**src/rtl/vga_timing_gen_if.sv**
```systemverilog
// vga_timing_gen_if: raster timing bundle from the timing generator to pixel-colour consumers
interface vga_timing_gen_if;
  logic       pix_ce;
  logic       hsync;
  logic       vsync;
  logic       blank_n;
  logic [8:0] row;
  logic [9:0] column;
  logic       frame_tick;
  modport master (output pix_ce, hsync, vsync, blank_n, row, column, frame_tick);
  modport slave  (input  pix_ce, hsync, vsync, blank_n, row, column, frame_tick);
endinterface

```
**src/rtl/vga_timing_gen.sv**
```systemverilog
// vga_timing_gen: 640x480@60 raster timing (pixel enable, syncs, blank, coordinates, frame tick).
// Define VGA_PIPE_ALIGN_EN to delay hsync/vsync/blank_n/frame_tick by one extra pixel stage.
module vga_timing_gen #(
  parameter int CLK_DIV = 2,
  parameter int H_VIS   = 640,
  parameter int H_FP    = 16,
  parameter int H_SYNC  = 96,
  parameter int H_BP    = 48,
  parameter int V_VIS   = 480,
  parameter int V_FP    = 10,
  parameter int V_SYNC  = 2,
  parameter int V_BP    = 33
) (
  input  logic              clk,
  input  logic              reset,
  vga_timing_gen_if.master  vga
);
  localparam int H_TOTAL = H_VIS + H_FP + H_SYNC + H_BP;
  localparam int V_TOTAL = V_VIS + V_FP + V_SYNC + V_BP;
  if (H_TOTAL > 1024 || V_TOTAL > 1024) begin : g_size_chk
    $error("vga_timing_gen: H_TOTAL and V_TOTAL must not exceed 1024");
  end
  if (CLK_DIV < 1 || CLK_DIV > 8) begin : g_div_chk
    $error("vga_timing_gen: CLK_DIV must be in 1..8");
  end
  logic [2:0] div_cnt;
  logic [9:0] h_cnt, v_cnt;
  logic       pix_ce, frame_tick, hs1, vs1, bn1;
  logic [8:0] row;
  logic [9:0] column;
  logic       div_last, h_last, v_last, hs_d, vs_d, bn_d, ft_d, ft_src;
  int         h_i, v_i;
  always_comb begin
    h_i      = int'(h_cnt);
    v_i      = int'(v_cnt);
    div_last = div_cnt == 3'(CLK_DIV - 1);
    h_last   = h_i == H_TOTAL - 1;
    v_last   = v_i == V_TOTAL - 1;
    hs_d     = !(h_i >= H_VIS + H_FP && h_i < H_VIS + H_FP + H_SYNC);
    vs_d     = !(v_i >= V_VIS + V_FP && v_i < V_VIS + V_FP + V_SYNC);
    bn_d     = h_i < H_VIS && v_i < V_VIS;
    ft_d     = h_i == 0 && v_i == V_VIS;
  end
  // Outputs capture the decode of the current counters, so they trail the counters by one pixel.
  always_ff @(posedge clk) begin
    if (reset) begin
      div_cnt    <= '0;
      h_cnt      <= '0;
      v_cnt      <= '0;
      pix_ce     <= 1'b0;
      frame_tick <= 1'b0;
      hs1        <= 1'b1;
      vs1        <= 1'b1;
      bn1        <= 1'b0;
      row        <= '0;
      column     <= '0;
    end else begin
      div_cnt    <= div_last ? '0 : div_cnt + 3'd1;
      pix_ce     <= div_last;
      frame_tick <= pix_ce && ft_src;
      if (pix_ce) begin
        hs1    <= hs_d;
        vs1    <= vs_d;
        bn1    <= bn_d;
        row    <= v_cnt[8:0];
        column <= h_cnt;
        h_cnt  <= h_last ? '0 : h_cnt + 10'd1;
        if (h_last) v_cnt <= v_last ? '0 : v_cnt + 10'd1;
      end
    end
  end
`ifdef VGA_PIPE_ALIGN_EN
  // Extra stage matches the registered board-RAM read feeding the colour path.
  logic hs2, vs2, bn2, ft1;
  always_ff @(posedge clk) begin
    if (reset) begin
      hs2 <= 1'b1;
      vs2 <= 1'b1;
      bn2 <= 1'b0;
      ft1 <= 1'b0;
    end else if (pix_ce) begin
      hs2 <= hs1;
      vs2 <= vs1;
      bn2 <= bn1;
      ft1 <= ft_d;
    end
  end
  assign ft_src      = ft1;
  assign vga.hsync   = hs2;
  assign vga.vsync   = vs2;
  assign vga.blank_n = bn2;
`else
  assign ft_src      = ft_d;
  assign vga.hsync   = hs1;
  assign vga.vsync   = vs1;
  assign vga.blank_n = bn1;
`endif
  assign vga.pix_ce     = pix_ce;
  assign vga.row        = row;
  assign vga.column     = column;
  assign vga.frame_tick = frame_tick;
endmodule

```
**src/flat_wrapper.sv**
```systemverilog
// flat-port wrapper written by rule: the top's interface ports become plain ports
module vga_timing_gen_flat 
#(
  parameter int CLK_DIV = 2,
  parameter int H_VIS   = 640,
  parameter int H_FP    = 16,
  parameter int H_SYNC  = 96,
  parameter int H_BP    = 48,
  parameter int V_VIS   = 480,
  parameter int V_FP    = 10,
  parameter int V_SYNC  = 2,
  parameter int V_BP    = 33
)
  (clk, reset, vga_pix_ce, vga_hsync, vga_vsync, vga_blank_n, vga_row, vga_column, vga_frame_tick);
  vga_timing_gen_if vga_i ();
  input  logic clk;
  input  logic reset;
  output wire logic [$bits(vga_i.pix_ce)-1:0] vga_pix_ce;
  output wire logic [$bits(vga_i.hsync)-1:0] vga_hsync;
  output wire logic [$bits(vga_i.vsync)-1:0] vga_vsync;
  output wire logic [$bits(vga_i.blank_n)-1:0] vga_blank_n;
  output wire logic [$bits(vga_i.row)-1:0] vga_row;
  output wire logic [$bits(vga_i.column)-1:0] vga_column;
  output wire logic [$bits(vga_i.frame_tick)-1:0] vga_frame_tick;
  assign vga_pix_ce = vga_i.pix_ce;
  assign vga_hsync = vga_i.hsync;
  assign vga_vsync = vga_i.vsync;
  assign vga_blank_n = vga_i.blank_n;
  assign vga_row = vga_i.row;
  assign vga_column = vga_i.column;
  assign vga_frame_tick = vga_i.frame_tick;
  vga_timing_gen #(.CLK_DIV(CLK_DIV), .H_VIS(H_VIS), .H_FP(H_FP), .H_SYNC(H_SYNC), .H_BP(H_BP), .V_VIS(V_VIS), .V_FP(V_FP), .V_SYNC(V_SYNC), .V_BP(V_BP)) u_core (.clk(clk), .reset(reset), .vga(vga_i));
endmodule
```
**config.mk**
```make
export PLATFORM = sky130hd
export DESIGN_NAME = vga_timing_gen_flat
export DESIGN_NICKNAME = d
export VERILOG_FILES = /design/src/rtl/vga_timing_gen_if.sv /design/src/rtl/vga_timing_gen.sv /design/src/flat_wrapper.sv
export SDC_FILE = /design/constraint.sdc
export NUM_CORES = 1
export LEC_CHECK = 0
export BUFFER_PORTS_ARGS = -buffer_cell sky130_fd_sc_hd__clkbuf_2
export CAP_MARGIN = 30
export CORE_UTILIZATION = 50
export CTS_BUF_LIST = sky130_fd_sc_hd__clkbuf_4
export DETAILED_ROUTE_END_ITERATION = 16
export PLACE_DENSITY = 0.77
export SETUP_SLACK_MARGIN = 0.05
export SLEW_MARGIN = 30
export SYNTH_ARGS = -nofsm -noshare
export SYNTH_HDL_FRONTEND = slang
export SYNTH_SLANG_ARGS = --single-unit
export TNS_END_PERCENT = 1
```
**constraint.sdc**
```tcl
create_clock -name clk -period 3.3 [get_ports clk]
set_input_delay 0.66 -clock clk [delete_from_list [all_inputs] [get_ports clk]]
set_output_delay 0.66 -clock clk [all_outputs]
set_load 0.01 [all_outputs]
```
### Word level (Yosys, flattened, before mapping)

Cells that the tools add are included.

* eq/ne operators: 4
* add/sub/neg operators: 3
* muxes and demuxes: 2
* reduce and logical (&&, ||, !) cells: 10
* $lt $le $gt $ge: 6

Operators by type and width (count)
* $add A10 B1 Y10 const B: 2
* $eq A10 B10 Y1 const B: 2
* $lt A10 B10 Y1 const B: 2
* $lt A10 B9 Y1 const B: 2
* $mux W10: 2
* $eq A10 B9 Y1 const B: 1
* $ge A10 B10 Y1 const B: 1
* $ge A10 B9 Y1 const B: 1
* $logic_not A10 Y1: 1
* $logic_and A1 B1 Y1: 5
* $add A3 B1 Y3 const B: 1
* $eq A3 B1 Y1 const B: 1
* $logic_not A1 Y1: 2
* $reduce_and A2 Y1: 1
* $reduce_or A2 Y1: 1

* bits in registers: 47
* logic and storage cells: 35
* output and inout bits: 24
* bits of input ports: 2

### Logic depth before layout (Yosys ltp)

Gate-level depths: netlist of the first run.

* depth after elaboration: 3
* gate-level depth with buffers: 6
* mapped depth without buffers: 6

### Worst setup path before layout of the first run

No wires, ideal clock.

* path type: flip-flop to flip-flop
* start: reg u_core.h_cnt[0]
* end: reg u_core.v_cnt[5]
* path slack: 1579 ps
* stages on the path, launching flop included: 7
* arrival time: 1651 ps
* library setup time: 70 ps
* path buffers: 1
* data required time: 3230 ps
* clock period less this slack: 1721 ps
* cells stage by stage: dfxtp_1 -> ha_1 -> and4_1 -> nand3_1 -> buf_6 -> or4_1 -> a21oi_1

* word-level cells in the longest chain between the ends: 2

RTL lines
* start: declaration: RTL line vga_timing_gen.sv:27 `logic [9:0] h_cnt, v_cnt;`
* start signal: assignment: RTL line vga_timing_gen.sv:67 `h_cnt <= h_last ? '0 : h_cnt + 10'd1;`
* $eq A10 B9 Y1: RTL line vga_timing_gen.sv:37 `h_last = h_i == H_TOTAL - 1;`
* $reduce_and A2 Y1 (no source line)
* end signal: assignment: RTL line vga_timing_gen.sv:68 `if (h_last) v_cnt <= v_last ? '0 : v_cnt + 10'd1;`
* end: declaration: RTL line vga_timing_gen.sv:27

Every way passes these cells.
A chain may end at the register's enable or synchronous reset.

### Final worst setup path of the first run

* start: reg u_core.h_cnt[2]
* end: reg u_core.v_cnt[5]

Same word-level chain as after synthesis.

==> results of run 1 <==
==> cell usage after synthesis (all sizes together) <==
cell type   n  area (sq um)
o21bai      1          7.51
nand3b      2          15.0
dfxtp      47           941
buf         6          35.0
and3        3          21.3
o31ai       3          22.5
nand3      11          55.1
ha          6          75.1
nand4       7          43.8
or2b        1          7.51
nand2       8          30.0
or2         2          12.5
a21oi      13          65.1
nor4b       1          23.8
nor2b       2          12.5
or4b        1          10.0
a22oi       1          7.51
o21ai       2          10.0
mux2i      20           200
or4         3          22.5
inv         5          18.8
xnor2       2          17.5
nand4bb     1          11.3
nand2b      4          25.0
nor3        9          45.0
a31oi       2          12.5
nor4        2          12.5
o41ai       1          8.76
clkbuf      9          33.8
xor2        7          61.3
nor2       34           128
and2        2          12.5
nor4bb      1          10.0
and4        4          36.3
or3         1          6.26
==> sequential cells by signal, summed over array words and instances (netlist names) <==
signal / flops
u_core.v_cnt: 10
u_core.vga.vsync: 1
u_core.div_cnt: 3
u_core.vga.blank_n: 1
u_core.vga.column: 10
u_core.h_cnt: 10
u_core.vga.hsync: 1
u_core.vga.frame_tick: 1
u_core.vga.row: 9
u_core.vga.pix_ce: 1
==> report_power, final <==
group | switching [mW] | internal (mW) | leakage [nW] | total (mW)
Clock | 0.167 | 0.0998 | 0.0361 | 0.267
Combinational | 0.0420 | 0.0327 | 0.416 | 0.0746
Sequential | 0.00984 | 0.578 | 0.379 | 0.588
Total | 0.219 | 0.711 | 0.832 | 0.930
==> metal layers <==
metal	vias up	track usage, %	share of wire [%]
met5	-	0	0
met4	0	7.18	1.4
met3	6	5.00	5.4
met2	37	29.3	42
met1	723	28.4	51
li1	822	-	-
==> worst reg2reg max path, delay by kind of cell, from the launching register on <==
kind | cells | cell delay (ns)
AO/OA/AOI/OAI | 1 | 0.15
AND/OR/NAND/NOR | 3 | 1.35
flip-flops | 1 | 0.45
==> area by class of cell <==
| class | instances | share of cell area, % |
|---|---|---|
| Tap cell | 48 | 2.68 |
| Timing Repair Buffer | 26 | 5.93 |
| Clock buffer | 7 | 2.35 |
| Multi-Input combinational cell | 157 | 45.9 |
| Sequential cell | 47 | 42.0 |
| Clock inverter | 1 | 0.224 |
| Inverter | 5 | 0.838 |
==> path summary, 6_finish.rpt <==
| path | start | end | slack, ns |
|---|---|---|---|
| setup reg to reg | u_core.h_cnt[2]$_SDFFE_PP0P_ | u_core.v_cnt[5]$_SDFFE_PP0P_ | 1.29 |
| hold / removal | u_core.div_cnt[0]$_SDFF_PP0_ | u_core.div_cnt[0]$_SDFF_PP0_ | 0.47 |
| setup / recovery | u_core.h_cnt[2]$_SDFFE_PP0P_ | u_core.v_cnt[5]$_SDFFE_PP0P_ | 1.29 |
| hold reg to reg | u_core.div_cnt[0]$_SDFF_PP0_ | u_core.div_cnt[0]$_SDFF_PP0_ | 0.47 |
==> through the flow <==
stage	setup slack, ns	total power, mW	cells	util, %
floorplan	1.58	0.661	224	-
global placement	1.36	0.675	283	57.4
detailed placement	1.32	0.676	283	57.4
CTS	1.29	0.937	291	58.9
global route	1.07	0.971	291	58.9
finish	1.29	0.930	291	58.9
==> cells by family after synthesis <==
family / share of synthesized area (%)
AOI/OAI and AO/OA: 6.51
muxes: 9.73
buffers and inverters: 4.26
and+or+nand+nor: 26.3
DFF: 45.7
adders and majority gates: 3.65
xor gates and xnor gates: 3.83
==> key figures, run 1 <==
Worst setup path
  • Worst EP arrival: 2.31 ns
  • Critical path's slowest cell: or4_1
  • Critical Path Start Type: flip-flop
  • Cell family with most CP delay: simple AND/OR/NAND/NOR gates
  • Crit path max fanout: 11
  • Cell Chain, Critical Path: and2_0, nand3_1, or4_1, a21oi_1
  • Critical path class: reg -> reg
  • CP Buf/Inv Count: 0
  • Reg2reg path depth: 4
  • Worst EP required: 3.59 ns
  • CP max stage delay: 0.60 ns
  • Critical Path End Type: flip-flop
  • WP depth: 4

STA
  • Max Slew Vio Count: 0
  • Clk_skew: 0.00924 ns
  • Final Hold Fails: 0
  • Unrepaired setup endpoints after global routing: no
  • Tcrit/Tclk final: 61.1%
  • Fin Setup TNS: 0 ns
  • Slew HR: 55.1%
  • Hold_ws: 0.472 ns
  • Final setup vio count: 0
  • Max Clock Freq: 496 MHz
  • Shortest period the worst path allows: 2.01 ns
  • Actual slew at the worst max-slew pin: 0.674 ns

Clock network
  • Max Buffers Root-to-Sink: 2
  • CTS tree: built
  • Post-CTS setup buffer count: 0
  • H-tree Lvls: 2
  • Cts hold-fix bufs: 0
  • Num Clock Sinks: 47
  • Clk pin slew, worst setup/hold paths: 0.13 ns
  • Post-cts sizing count: 0
  • CTS root buffer: clkbuf_4
  • CTS Buf Count: 5
  • Worst-Skew Late Latency: 0.35 ns

Power
  • Max IR drop VDD: 0.000271 V
  • LEAKAGE: 0.832 nW
  • PD cells: 415 mW/mm^2

Placed design
  • HPWL Detailed: 2.67 mm
  • Port Buffers: 25
  • Placed Instance Area: 0.00218 sq mm
  • Final RePlAce weighted congestion: 0.900

Layout
  • Commonest non-fill, non-tap cell in the layout: dfxtp_1
  • Reg area: 941 sq um
  • Layout area overhead: 8.82%
  • Most frequent cells in the layout: dfxtp_1, nor2_1, clkbuf_2, mux2i_1, a21oi_1
  • Layout Nets: 250
  • Fin area: 0.00224 sq mm
  • Share of layout cells above drive strength 1: 16.5%
  • # diodes: 0
  • Multi-input gate area: 0.00103 sq mm
  • Fillers: 336

Floorplanning
  • Die width: 66.1 microns
  • Die ar.: 0.00437 sq mm
  • Die Ht: 66.1 microns
  • Rows: 22
  • Starting Density: 54.2%
  • I/O Pins: 26
  • Placeable core area: 0.00380 sq mm

Run
  • Max cap viols: 0

Synth
  • Seq cells post-synth: 47
  • Syn avg cell area: 9.18 sq um
  • Net Count, Synth: 232
  • Distinct cells, synth: 40
  • Syn Inst Count: 224
  • Yosys warning total: 0
  • Seq/Total Area, Yosys: 45.7%
  • Mapped Area: 0.00206 sq mm

Routing
  • Vias: 1,588
  • Final ANT Viol Nets: 0
  • DR WL/cell: 13.2 microns
  • Drt drc: 0
  • Drt total wl: 3.84 mm
  • Detail-routed via count per cell: 5.46
  • Pre-antenna DRT Iters: 4
  • Iteration-0 DRC Markers: 60

Global route
  • Initial antenna violation count: 0
  • Remaining Overflow, GRT: 0
  • Global-route wire length before repair: 6.61 mm
  • All-Layer GR Usage: 20.1%
  • Largest net degree at the start of global routing: 36
  • Vias in the first global route: 1,421

Hold path
  • Hold depth: 1
  • HP Class: reg -> reg

Run status
  • Outcome: completed
(Power assumes the default switching activity.)
==> inputs of run 2 (changes only) <==
--- a/config.mk
+++ b/config.mk
@@ -5,12 +5,13 @@
 export SDC_FILE = /design/constraint.sdc
 export NUM_CORES = 1
 export LEC_CHECK = 0
+export ABC_AREA = 1
 export BUFFER_PORTS_ARGS = -buffer_cell sky130_fd_sc_hd__clkbuf_2
 export CAP_MARGIN = 30
 export CORE_UTILIZATION = 50
 export CTS_BUF_LIST = sky130_fd_sc_hd__clkbuf_4
 export DETAILED_ROUTE_END_ITERATION = 16
-export PLACE_DENSITY = 0.77
+export PLACE_DENSITY = 0.8
 export SETUP_SLACK_MARGIN = 0.05
 export SLEW_MARGIN = 30
 export SYNTH_ARGS = -nofsm -noshare
==> constraint.sdc (replaced) <==
create_clock -name clk -period 1.8 [get_ports clk]
set_input_delay 0.36 -clock clk [delete_from_list [all_inputs] [get_ports clk]]
set_output_delay 0.36 -clock clk [all_outputs]
set_load 0.01 [all_outputs]
==> key figures, run 2 <==
Run status
  • Outcome: completed

Placed design
  • Final RePlAce weighted congestion: 0.920 (+2.3%)
  • HPWL Detailed: 3.28 mm (+23%)
  • Port Buffers: 25 (unchanged)
  • Placed Instance Area: 0.00234 sq mm (+7.3%)

Synth
  • Adder-cell area share of the yosys netlist: 3.49% (-0.16 points)
  • Fraction of the mapped netlist area in simple logic gates: 29.7% (+3.4 points)
  • Seq/Total Area, Yosys: 43.7% (-2.0 points)
  • Seq cells post-synth: 47 (unchanged)
  • Synth top cells by count: nand2_1, dfxtp_1, inv_1, nor2_1, a21oi_1
  • Yosys top cell area share: 43.7% (-2.0 points)
  • Leading area contributor after synthesis: dfxtp_1
  • Main synth FF type: dfxtp_1
  • Yosys warning total: 0 (unchanged)
  • Combinational family with the most area after synthesis: simple AND/OR/NAND/NOR gates
  • EDFF count, synth: 0 (unchanged)
  • Top-count cell post-synth: nand2_1
  • Synth area leaders: dfxtp_1, nand2_1, inv_1, a21oi_1, nor2_1
  • Syn avg cell area: 7.52 sq um (-18%)
  • Mapped Area: 0.00215 sq mm (+4.6%)
  • Syn Inst Count: 286 (+28%)
  • Net Count, Synth: 294 (+27%)
  • Distinct cells, synth: 33 (-18%)
  • Mux contribution to synthesized area: 0% (-9.7 points)
  • Compound-cell area share of the yosys netlist: 12.7% (+6.2 points)
  • XOR/XNOR Fraction of Synth Area: 1.63% (-2.2 points)
  • Async SR Flop Fraction: 0% (unchanged)

Worst setup path
  • Crit path max fanout: 48 (+37)
  • Critical Path Start Type: flip-flop
  • Critical Path End Type: output port
  • Worst EP required: 1.44 ns (-2.15 ns)
  • Critical path class: reg -> out
  • Worst EP arrival: 1.17 ns (-1.14 ns)

Clock network
  • Clk pin slew, worst setup/hold paths: 0.13 ns (about the same)
  • Post-CTS setup buffer count: 0 (unchanged)
  • Num Clock Sinks: 47 (unchanged)
  • H-tree Lvls: 2 (unchanged)
  • CTS root buffer: clkbuf_4
  • CTS tree: built
  • Max Buffers Root-to-Sink: 2 (unchanged)
  • Post-cts sizing count: 0 (unchanged)
  • Cts hold-fix bufs: 0 (unchanged)
  • CTS Buf Count: 5 (unchanged)
  • Worst-Skew Late Latency: 0.36 ns (about the same)

STA
  • Fin Setup TNS: 0 ns (unchanged)
  • Final setup vio count: 0 (unchanged)
  • Actual slew at the worst max-slew pin: 0.350 ns (-0.324 ns)
  • Max Slew Vio Count: 0 (unchanged)
  • Shortest period the worst path allows: 1.53 ns
  • Unrepaired setup endpoints after global routing: no
  • Slew HR: 76.4% (+21 points)
  • Tcrit/Tclk final: 84.8%
  • Final Hold Fails: 0 (unchanged)
  • Max Clock Freq: 655 MHz
  • Clk_skew: 0.0108 ns (+0.00158 ns)

Run
  • Max cap viols: 0 (unchanged)

Floorplanning
  • I/O Pins: 26 (unchanged)
  • Placeable core area: 0.00406 sq mm (+6.8%)
  • Die width: 67.6 microns (+2.2%)
  • Starting Density: 53.0% (-1.1 points)
  • Rows: 23 (+4.5%)
  • Die ar.: 0.00457 sq mm (+4.5%)
  • Die Ht: 67.6 microns (+2.2%)

Layout
  • Layout area overhead: 11.4%
  • Largest registers: u_core.h_cnt: 10 flops, u_core.v_cnt: 10 flops, u_core.vga.column: 10 flops
  • Fin area: 0.00240 sq mm (+7.1%)
  • Fin util: 59.1% (+0.15 points)
  • Layout Nets: 322 (+29%)
  • # diodes: 0 (unchanged)
  • Most frequent cells in the layout: nand2_1, dfxtp_1, inv_1, nor2_1, a21oi_1
  • Commonest non-fill, non-tap cell in the layout: nand2_1
  • Share of layout cells above drive strength 1: 16.2% (-0.27 points)

Global route
  • Vias in the first global route: 1,669 (+17%)
  • All-Layer GR Usage: 22.6% (+2.5 points)
  • Remaining Overflow, GRT: 0 (unchanged)
  • Global-route wire length before repair: 7.64 mm (+16%)
  • Initial antenna violation count: 0 (unchanged)
  • Largest net degree at the start of global routing: 49 (+36%)

Routing
  • Pre-antenna DRT Iters: 4 (unchanged)
  • Vias: 1,919 (+21%)
  • Iteration-0 DRC Markers: 106 (+77%)
  • Drt drc: 0 (unchanged)
  • Detail-routed via count per cell: 5.26 (-3.7%)
  • Drt total wl: 4.61 mm (+20%)
  • DR WL/cell: 12.6 microns (-4.2%)
  • Final ANT Viol Nets: 0 (unchanged)

Power
  • PD cells: 780 mW/mm^2 (+88%)
  • LEAKAGE: 1.07 nW (+29%)
  • Seq pwr share: 60.4% (-2.9 points)
  • Max IR drop VDD: 0.000617 V (+130%)
  • Combinational share of power: 12.3% (+4.3 points)
  • P_int: 1.37 mW (+93%)
  • Switch Pwr: 0.502 mW (+130%)
  • Clock power frac: 27.3% (-1.4 points)
  • Sw Share: 26.8% (+3.3 points)

Hold path
  • HP Class: in -> reg
==> run 2: cell types whose count changed after synthesis, sizes merged, moves of 5 or more <==
cell and delta:
a21oi +13, clkbuf -5, inv +32, mux2i -20, nand2 +50, nand3 +11, o21ai +21
==> run 2: worst paths after layout <==
path | startpoint | endpoint | slack (ns) | cells after the start
setup / recovery | u_core.vga.pix_ce$_SDFF_PP0_ | vga_pix_ce | 0.27 | 2
hold / removal | reset | u_core.vga.row[5]$_SDFFE_PP0P_ | 0.39 | 4
setup reg to reg | u_core.h_cnt[1]$_SDFFE_PP0P_ | u_core.v_cnt[9]$_SDFFE_PP0P_ | 0.30 | 8
hold reg to reg | u_core.div_cnt[0]$_SDFF_PP0_ | u_core.div_cnt[0]$_SDFF_PP0_ | 0.47 | 1
==> run 2: routing by layer <==
metal | GRT usage (%) | up-vias | share of wire [%]
li1 | - | 988 | -
met1 | 30.8 | 868 | 48
met2 | 34.7 | 57 | 44
met3 | 4.05 | 6 | 5.8
met4 | 9.57 | 0 | 1.3
met5 | 0 | - | 0
==> run 2: logic make-up after synthesis <==
kind of cell	count (synthesis)
and+or+nand+nor	129
AOI/OAI and AO/OA	53
buffers and inverters	47
DFF	47
adders and majority gates	6
xor gates and xnor gates	4
==> run 2: critical path, stage by stage (launching register included) <==
cell and delay [ns]:
dfxtp_1 0.41, buf_12 0.23, clkbuf_2 0.17
==> run 2: power groups by stage <==
stage | Clock (mW) | Combinational (mW) | Sequential (mW)
after detailed placement | 0 | 0.232 | 1.15
after global routing | 0.568 | 0.260 | 1.14
after global placement | 0 | 0.227 | 1.15
after floorplan | 0 | 0.125 | 1.17
final | 0.511 | 0.230 | 1.13
after CTS | 0.531 | 0.233 | 1.13
==> run 2: final cells by class <==
cell class                 count  area [sq um]
fill                         378          1660
multi-input combinational    192          1020
sequential                    47           941
timing repair buffer          29           168
inverter                      39           146
tap                           50          62.6
clock buffer                   7          52.6
clock inverter                 1          5.00
==> run 2: per-stage QoR <==
step | power [mW] | setup slack, ns | instances | hold WS, ns
2_1_floorplan | 1.30 | 0.481 | 286 | 0.421
3_5_place_dp | 1.39 | 0.348 | 357 | 0.447
4_1_cts | 1.89 | 0.260 | 365 | 0.378
3_3_place_gp | 1.38 | 0.379 | 357 | 0.436
5_1_grt | 1.97 | 0.184 | 365 | 0.395
6_report | 1.87 | 0.274 | 365 | 0.392
==> inputs of run 3 (changes only) <==
--- a/config.mk
+++ b/config.mk
@@ -11,7 +11,7 @@
 export CORE_UTILIZATION = 50
 export CTS_BUF_LIST = sky130_fd_sc_hd__clkbuf_4
 export DETAILED_ROUTE_END_ITERATION = 16
-export PLACE_DENSITY = 0.8
+export PLACE_DENSITY = 0.77
 export SETUP_SLACK_MARGIN = 0.05
 export SLEW_MARGIN = 30
 export SYNTH_ARGS = -nofsm -noshare
==> constraint.sdc (replaced) <==
create_clock -name clk -period 1.45 [get_ports clk]
set_input_delay 0.29 -clock clk [delete_from_list [all_inputs] [get_ports clk]]
set_output_delay 0.29 -clock clk [all_outputs]
set_load 0.01 [all_outputs]
==> key figures, run 3 (same netlist as run 2, synthesis figures left out) <==
Run status
  • Outcome: completed

Routing
  • Detail-routed via count per cell: 5.14 (-2.2%)
  • Final ANT Viol Nets: 0 (unchanged)
  • Pre-antenna DRT Iters: 4 (unchanged)
  • Drt drc: 0 (unchanged)
  • Drt total wl: 4.93 mm (+6.8%)
  • Iteration-0 DRC Markers: 148 (+40%)
  • Vias: 1,979 (+3.1%)
  • DR WL/cell: 12.8 microns (+1.2%)

STA
  • Final Hold Fails: 0 (unchanged)
  • Shortest period the worst path allows: 1.35 ns
  • Clk_skew: 0.0153 ns (+0.00445 ns)
  • Actual slew at the worst max-slew pin: 0.307 ns (-0.0423 ns)
  • Fin Setup TNS: 0 ns (unchanged)
  • Unrepaired setup endpoints after global routing: yes
  • Max Slew Vio Count: 0 (unchanged)
  • Final setup vio count: 0 (unchanged)
  • Final WS setup: 0.103 ns (-0.171 ns)
  • Slew HR: 79.3% (+2.9 points)
  • Tcrit/Tclk final: 92.9%
  • Max Clock Freq: 743 MHz

Clock network
  • CTS Buf Count: 5 (unchanged)
  • CTS tree: built
  • H-tree Lvls: 2 (unchanged)
  • Clk pin slew, worst setup/hold paths: 0.14 ns (about the same)
  • Max Buffers Root-to-Sink: 2 (unchanged)
  • Worst-Skew Late Latency: 0.37 ns (about the same)
  • Num Clock Sinks: 47 (unchanged)
  • CTS root buffer: clkbuf_4

Worst setup path
  • Critical path class: reg -> out
  • Critical path's slowest cell: dfxtp_4
  • Reg-to-Reg End: u_core.h_cnt[8]$_SDFFE_PP0P_
  • Crit path from: u_core.vga.pix_ce$_SDFF_PP0_
  • Worst Setup EP: vga_pix_ce
  • Register-to-register setup slack: 0.11 ns (-0.19 ns)
  • Critical Path End Type: output port
  • Reg2reg path depth: 7 (-1)
  • Cell Chain, Critical Path: buf_4, clkbuf_2
  • Worst EP arrival: 1.06 ns (-0.11 ns)
  • Reg-to-reg startpoint: u_core.h_cnt[1]$_SDFFE_PP0P_
  • CP max stage delay: 0.38 ns (-0.03 ns)
  • Worst EP required: 1.16 ns (-0.28 ns)
  • Crit path max fanout: 13 (-73%)
  • Critical Path Start Type: flip-flop

Layout
  • Layout area overhead: 20.2%
  • Most frequent cells in the layout: nand2_1, dfxtp_1, inv_1, a21oi_1, nor2_1
  • Layout Nets: 342 (+6.2%)
  • Commonest non-fill, non-tap cell in the layout: nand2_1
  • Share of layout cells above drive strength 1: 25.1% (+8.9 points)
  • # diodes: 0 (unchanged)
  • Largest registers: u_core.h_cnt: 10 flops, u_core.v_cnt: 10 flops, u_core.vga.column: 10 flops

Power
  • Max IR drop VDD: 0.000535 V (-13%)
  • PD cells: 901 mW/mm^2 (+15%)
  • LEAKAGE: 1.17 nW (+8.8%)

Floorplanning
  • Starting Density: 53.0% (unchanged)
  • Die width: 67.6 microns (unchanged)
  • Die Ht: 67.6 microns (unchanged)
  • I/O Pins: 26 (unchanged)
  • Rows: 23 (unchanged)
  • Die ar.: 0.00457 sq mm (unchanged)
  • Placeable core area: 0.00406 sq mm (unchanged)

Global route
  • Initial antenna violation count: 0 (unchanged)
  • Vias in the first global route: 1,747 (+4.7%)
  • All-Layer GR Usage: 23.5% (+0.87 points)
  • Largest net degree at the start of global routing: 25 (-49%)
  • Remaining Overflow, GRT: 0 (unchanged)
  • Global-route wire length before repair: 7.94 mm (+4.0%)

Placed design
  • HPWL Detailed: 3.55 mm (+8.1%)
  • Final RePlAce weighted congestion: 0.931 (+1.2%)
  • Port Buffers: 25 (unchanged)
  • Placement Setup Slack: -0.0221 ns (-0.370 ns)

Run
  • Max cap viols: 0 (unchanged)

Hold path
  • HP Class: in -> reg
  • Min-delay src: reset
## run 3: changes by cell type in the layout (fill, tap and decap cells not counted), sizes merged
cell    before  now
clkinv       3    4
buf          4   24
clkbuf      32   31
## run 3: worst min-delay path by stage
stage	to	slack (ns)	depth (start not counted)
floorplan	u_core.vga.column[6]$_SDFFE_PP0P_	0.37	1
global placement	u_core.div_cnt[0]$_SDFF_PP0_	0.44	1
detailed placement	u_core.div_cnt[0]$_SDFF_PP0_	0.45	1
CTS	u_core.vga.column[0]$_SDFFE_PP0P_	0.32	3
global route	u_core.vga.column[7]$_SDFFE_PP0P_	0.33	3
finish	u_core.vga.column[7]$_SDFFE_PP0P_	0.32	3
## run 3: critical path, delay by kind of cell (launching register included)
family	cells	cell delay (ns)
flip-flops	1	0.38
buffers and inverters	2	0.32
## run 3: power breakdown
part	leakage (nW)	switching (mW)	internal [mW]
clock network	0.0307	0.415	0.199
registers	0.384	0.0382	1.36
logic	0.750	0.186	0.128
total	1.17	0.639	1.69
## run 3: through the flow
step	hold WS [ns]	std cells	util (%)	total power, mW	area (sq um)
3_5_place_dp	0.453	368	59.7	1.73	2420
4_1_cts	0.319	377	61.3	2.33	2490
6_report	0.322	385	63.7	2.33	2590
5_1_grt	0.329	385	63.7	2.42	2590
2_1_floorplan	0.368	286	-	1.61	2150
3_3_place_gp	0.437	368	59.7	1.72	2420
## run 3: area by class of cell
class	count	area [sq um]
clock buffers	6	45.0
clock inverters	2	7.51
fillers	358	1470
inverters	39	146
multi-input cells	192	1050
flip-flops and latches	47	952
well taps	50	62.6
repair buffers	49	318
## run 3: routing by layer
layer / global-route usage, % / vias to the layer above / share of wire (%)
met5: 0 / - / 0
met4: 10.9 / 0 / 2.0
met3: 4.73 / 8 / 4.8
met2: 37.4 / 57 / 48
met1: 30.1 / 893 / 46
li1: - / 1021 / -
## run 3: timing repair
action                     CTS  global route
gates resized for setup      3            15
pin swaps                    0             7
setup endpoints to repair    4            13
hold buffers                 0             0
buffers inserted             1             8
